`src/rtl/xclk_pkg.sv`:
```
// xclk_pkg: shared constants and the elaboration-time depth check for xclk_sync_filter.
package xclk_pkg;
    localparam int XCLK_MIN_STAGES = 2;
    localparam int XCLK_NCH        = 10;
    localparam int XCLK_STAGES     = 3;
    localparam int XCLK_FILT_W     = 4;
    function automatic bit stages_ok(input int stages);
        return stages >= XCLK_MIN_STAGES;
    endfunction
endpackage

```
`src/rtl/xclk_sync_filter_if.sv`:
```
// xclk_sync_filter_if: control, async input and synchronised/filtered output bundle.
interface xclk_sync_filter_if
    import xclk_pkg::*;
#(
    parameter int NCH    = XCLK_NCH,
    parameter int FILT_W = XCLK_FILT_W
) ();
    logic              en_i;
    logic [FILT_W-1:0] filt_len_i;
    logic [NCH-1:0]    async_i;
    logic [NCH-1:0]    sync_o;
    logic [NCH-1:0]    filt_o;
    logic [NCH-1:0]    rise_o;
    logic [NCH-1:0]    fall_o;
    logic              chg_o;
    modport master (output en_i, filt_len_i, async_i, input sync_o, filt_o, rise_o, fall_o, chg_o);
    modport slave  (input en_i, filt_len_i, async_i, output sync_o, filt_o, rise_o, fall_o, chg_o);
endinterface

```
`src/rtl/xclk_filter_ch.sv`:
```
// xclk_filter_ch: one channel's stability filter; edge pulses only when XCLK_SYNC_EDGE_EN is defined.
module xclk_filter_ch #(
    parameter int   FILT_W  = 4,
    parameter logic RST_VAL = 1'b0
) (
    input  logic              clk_i,
    input  logic              rst_i,
    input  logic              en_i,
    input  logic [FILT_W-1:0] filt_len_i,
    input  logic              sync_i,
    output logic              filt_o,
    output logic              rise_o,
    output logic              fall_o
);
    logic [FILT_W-1:0] cnt;
    logic              diff;
    logic              upd;
    assign diff = sync_i != filt_o;
    // >= rather than == so lowering the threshold mid-count still accepts promptly
    assign upd  = diff && (!en_i || cnt >= filt_len_i);
    always_ff @(posedge clk_i or posedge rst_i) begin
        if (rst_i) begin
            filt_o <= RST_VAL;
            cnt    <= '0;
        end else begin
            if (upd) filt_o <= sync_i;
            cnt <= (en_i && diff && !upd) ? cnt + 1'b1 : '0;
        end
    end
`ifdef XCLK_SYNC_EDGE_EN
    always_ff @(posedge clk_i or posedge rst_i) begin
        if (rst_i) begin
            rise_o <= 1'b0;
            fall_o <= 1'b0;
        end else begin
            rise_o <= upd && sync_i;
            fall_o <= upd && !sync_i;
        end
    end
`else
    assign rise_o = 1'b0;
    assign fall_o = 1'b0;
`endif
endmodule

```
`src/rtl/xclk_sync_filter.sv`:
```
// xclk_sync_filter: NCH-channel flop-chain synchroniser plus per-channel glitch filter.
// Edge outputs (rise/fall/chg) are generated only when XCLK_SYNC_EDGE_EN is defined.
module xclk_sync_filter
    import xclk_pkg::*;
#(
    parameter int   NCH     = XCLK_NCH,
    parameter int   STAGES  = XCLK_STAGES,
    parameter int   FILT_W  = XCLK_FILT_W,
    parameter logic RST_VAL = 1'b0
) (
    input logic               clk_i,
    input logic               rst_i,
    xclk_sync_filter_if.slave bus
);
    if (!stages_ok(STAGES)) begin : g_bad_stages
        $error("xclk_sync_filter: STAGES below XCLK_MIN_STAGES");
    end
    logic [NCH-1:0] stage [STAGES];
    // pure flop chain, nothing combinational between stages
    always_ff @(posedge clk_i or posedge rst_i) begin
        if (rst_i) begin
            for (int k = 0; k < STAGES; k++) stage[k] <= {NCH{RST_VAL}};
        end else begin
            stage[0] <= bus.async_i;
            for (int k = 1; k < STAGES; k++) stage[k] <= stage[k-1];
        end
    end
    assign bus.sync_o = stage[STAGES-1];
    for (genvar i = 0; i < NCH; i++) begin : g_ch
        xclk_filter_ch #(.FILT_W(FILT_W), .RST_VAL(RST_VAL)) u_ch (
            .clk_i      (clk_i),
            .rst_i      (rst_i),
            .en_i       (bus.en_i),
            .filt_len_i (bus.filt_len_i),
            .sync_i     (stage[STAGES-1][i]),
            .filt_o     (bus.filt_o[i]),
            .rise_o     (bus.rise_o[i]),
            .fall_o     (bus.fall_o[i])
        );
    end
    assign bus.chg_o = |(bus.rise_o | bus.fall_o);
endmodule

```
`src/flat_wrapper.sv`:
```
// flat-port wrapper written by rule: the top's interface ports become plain ports
module xclk_sync_filter_flat import xclk_pkg::*;
#(
    parameter int   NCH     = XCLK_NCH,
    parameter int   STAGES  = XCLK_STAGES,
    parameter int   FILT_W  = XCLK_FILT_W,
    parameter logic RST_VAL = 1'b0
)
  (clk_i, rst_i, bus_en_i, bus_filt_len_i, bus_async_i, bus_sync_o, bus_filt_o, bus_rise_o, bus_fall_o, bus_chg_o);
  xclk_sync_filter_if #(.NCH(NCH), .FILT_W(FILT_W)) bus_i ();
  input logic clk_i;
  input logic rst_i;
  input wire logic [$bits(bus_i.en_i)-1:0] bus_en_i;
  input wire logic [$bits(bus_i.filt_len_i)-1:0] bus_filt_len_i;
  input wire logic [$bits(bus_i.async_i)-1:0] bus_async_i;
  output wire logic [$bits(bus_i.sync_o)-1:0] bus_sync_o;
  output wire logic [$bits(bus_i.filt_o)-1:0] bus_filt_o;
  output wire logic [$bits(bus_i.rise_o)-1:0] bus_rise_o;
  output wire logic [$bits(bus_i.fall_o)-1:0] bus_fall_o;
  output wire logic [$bits(bus_i.chg_o)-1:0] bus_chg_o;
  assign bus_i.en_i = bus_en_i;
  assign bus_i.filt_len_i = bus_filt_len_i;
  assign bus_i.async_i = bus_async_i;
  assign bus_sync_o = bus_i.sync_o;
  assign bus_filt_o = bus_i.filt_o;
  assign bus_rise_o = bus_i.rise_o;
  assign bus_fall_o = bus_i.fall_o;
  assign bus_chg_o = bus_i.chg_o;
  xclk_sync_filter #(.NCH(NCH), .STAGES(STAGES), .FILT_W(FILT_W), .RST_VAL(RST_VAL)) u_core (.clk_i(clk_i), .rst_i(rst_i), .bus(bus_i));
endmodule
```
`config.mk`:
```
export PLATFORM = sky130hd
export DESIGN_NAME = xclk_sync_filter_flat
export DESIGN_NICKNAME = d
export VERILOG_FILES = /design/src/rtl/xclk_pkg.sv /design/src/rtl/xclk_sync_filter_if.sv /design/src/rtl/xclk_filter_ch.sv /design/src/rtl/xclk_sync_filter.sv /design/src/flat_wrapper.sv
export SDC_FILE = /design/constraint.sdc
export NUM_CORES = 1
export LEC_CHECK = 0
export CORE_ASPECT_RATIO = 0.9
export CORE_MARGIN = 5
export CORE_UTILIZATION = 38
export DETAILED_ROUTE_END_ITERATION = 16
export PLACE_DENSITY_LB_ADDON = 0.1
export SLEW_MARGIN = 25
export SYNTH_ARGS = -nofsm -noshare
export SYNTH_HDL_FRONTEND = slang
export SYNTH_SLANG_ARGS = --single-unit
```
`constraint.sdc`:
```
create_clock -name clk_i -period 5.8 [get_ports clk_i]
set_input_delay 1.16 -clock clk_i [delete_from_list [all_inputs] [get_ports clk_i]]
set_output_delay 1.16 -clock clk_i [all_outputs]
set_load 0.005 [all_outputs]
```
==> flow_summary.json <==
{
  "netlist_top_cells_area": "dfrtp_1 (47%), ha_1 (15%), buf_4 (7.3%)",
  "cpLargestDelayFamily": "buffers and inverters",
  "cts.repair.resized": 0,
  "crit_chain": "clkdlybuf4s50_1 -> ha_1 -> nor3b_4 -> o211ai_2 -> mux2_4",
  "yosysSeqAreaShare_pct": 47.3,
  "grt_max_degree": 44,
  "routed-via-count": 2374,
  "coreArea_um2": 10900,
  "numCtsBuffers": 9,
  "hp-class": "reg2reg",
  "first_pass_iters": 4,
  "cts.htree.levels": 3,
  "fin_skew_ns": 0.00427,
  "maxSlewViolCount": 0,
  "cts_hold_buffers": 0,
  "synth_area_um2": 4230,
  "ir_drop_v": 0.000138,
  "synth_most_common_cell": "dfrtp_1",
  "hold_viol": 0,
  "die_w_um": 121,
  "ys_types": 16,
  "wl_per_cell_um": 13.0,
  "startpoint_type": "input pin",
  "synthTopCellsByCount": "dfrtp_1 (80), ha_1 (50), buf_4 (41)",
  "cts_tree": "built",
  "start_util_pct": 39.0,
  "diodes": 0,
  "pre_cts_slack_ns": 2.56,
  "avgSynthCellArea_um2": 12.2,
  "dr.first_iter.drc_count": 87,
  "clock_latency_ns": 0.33,
  "finalCriticalPeriod_ns": 2.85,
  "slew_headroom_pct": 56.6,
  "rsz0062_at_grt": "false",
  "worstMarginPinSlew_ns": 0.648,
  "route.detailed.drc": 0,
  "cp-end-kind": "register",
  "slowest_delay_ns": 0.88,
  "synth_top_cell_area_share_pct": 47.3,
  "rows": 36,
  "gp_congestion": 0.728,
  "syn_inst": 346,
  "fmax_mhz": 350,
  "setup_tns_ns": 0,
  "placed_cell_area_um2": 4560,
  "synth_edf_count": 0,
  "final_layout_size_suffix_gt1_share_pct": 12.2,
  "required_ns": 6.01,
  "layout.nets": 440,
  "via_per_inst": 4.49,
  "overflow": 0,
  "cts.clk_slew.worst_paths_ns": 0.06,
  "clock_sinks": 80,
  "clock_path_buffers": 2,
  "power.density_nw_per_um2": 290,
  "cts_setup_buffers": 0,
  "io_buffers": 36,
  "yosysWarnings": 0,
  "timing.final.ws_setup_ns": 2.95,
  "cp_max_fo": 10,
  "maxCapViolCount": 0,
  "multiInputGateArea_um2": 1910,
  "critPathSlowestCell": "clkdlybuf4s50_1",
  "grtUsageTotal_pct": 11.5,
  "antenna_found_initial": 0,
  "grt_pass1_wl_mm": 11.9,
  "seqCellArea_um2": 2000,
  "p_leak_nw": 2.28,
  "grt_pass1_vias": 2454,
  "root_buffer": "clkbuf_16",
  "fillers": 1024,
  "status": "complete, no violations",
  "syn2layout_area_growth_pct": 15.3,
  "crit_arrival_ns": 3.06,
  "period_share_pct": 49.2,
  "worstSetupPathType": "in2reg",
  "ios": 58,
  "die_h_um": 110,
  "synth_seq_cells": 80,
  "setup_viol": 0,
  "die-area_um2": 13300,
  "stdcell_area_um2": 4880,
  "synthArstFlopShare_pct": 100,
  "postRouteAntennaNets": 0,
  "routed_wirelength_mm": 6.90,
  "synth_top_area_cell": "dfrtp_1",
  "synth-main-ff-cell": "dfrtp_1",
  "critPathBufInv": 1,
  "post-dp-hpwl_mm": 4.86
}
==> cells in the final DEF (no fill, tap or decap), drive strengths merged <==
cell type       n
conb           21
xnor2          10
ha             50
nor3b          10
o211ai         20
o2111ai        10
inv            23
nor2           40
buf             1
clkinv          2
clkbuf         12
bufinv          2
nand2          10
clkdlybuf4s50  36
nand3          10
and2b          10
dfrtp          80
xor2           20
mux2           10
==> registers in the layout, summed over array words and instances (netlist names) <==
register and flops:
u_core.stage 20, u_core.bus.sync_o 10, u_core.g_ch.u_ch.filt_o 10, u_core.g_ch.u_ch.cnt 40
==> per-layer routing <==
layer / vias to the layer above / wire length, um / global-route usage [%]
met3: 11 / 280 / 3.52
met2: 35 / 3210 / 18.5
met1: 1160 / 3290 / 14.7
li1: 1168 / - / -
met4: 0 / 117 / 4.40
met5: - / 0 / 0
==> stage by stage <==
step | power [mW] | utilization (%) | hold WS (ns) | instances
after floorplan | 0.778 | - | 0.331 | 366
after global placement | 0.819 | 42.0 | 0.332 | 514
after detailed placement | 0.822 | 42.0 | 0.335 | 514
after CTS | 1.44 | 44.9 | 0.347 | 529
after global routing | 1.49 | 44.9 | 0.350 | 529
final | 1.41 | 44.9 | 0.345 | 529
==> cells by family after synthesis <==
group           share of synthesized area, %
simple gates                            11.8
buf+inv                                 9.41
compound gates                          6.80
other cells                           0.0886
mux                                     3.55
fa+ha+maj                               14.8
flops                                   47.3
xor+xnor                                6.21
==> path summary, 6_finish.rpt <==
check / end / slack (ns) / cells after the start / startpoint
min reg2reg: u_core.bus.sync_o[0] / 0.35 / 0 / u_core.stage[10]
max: u_core.g_ch[7].u_ch.filt_o / 2.95 / 5 / bus_filt_len_i[0]
max reg2reg: u_core.g_ch[7].u_ch.filt_o / 4.29 / 5 / u_core.g_ch[7].u_ch.cnt[0]
min: u_core.bus.sync_o[0] / 0.35 / 0 / u_core.stage[10]
min in group asynchronous: u_core.g_ch[6].u_ch.filt_o / 1.21 / 2 / rst_i
max in group asynchronous: u_core.stage[12] / 3.61 / 3 / rst_i
==> report_power, final <==
group | total, mW | internal (mW) | switching, mW | leakage [nW]
Clock | 0.607 | 0.397 | 0.210 | 0.159
Combinational | 0.188 | 0.0982 | 0.0902 | 1.11
Sequential | 0.619 | 0.591 | 0.0275 | 1.02
Total | 1.41 | 1.09 | 0.328 | 2.28
==> layout make-up <==
| cell class | count | area share [%] |
|---|---|---|
| timing repair buffer | 37 | 7.54 |
| inverter | 24 | 1.87 |
| tap | 152 | 3.90 |
| clock buffer | 12 | 5.26 |
| multi-input combinational | 221 | 39.1 |
| clock inverter | 3 | 1.33 |
| sequential | 80 | 41.0 |
==> worst register-to-register path, cell delays in order (launching register included) <==
cell,delay (ns)
dfrtp_1,0.38
inv_1,0.06
ha_1,0.31
nor3b_4,0.23
o211ai_2,0.12
mux2_4,0.30
(Power assumes the default switching activity.)
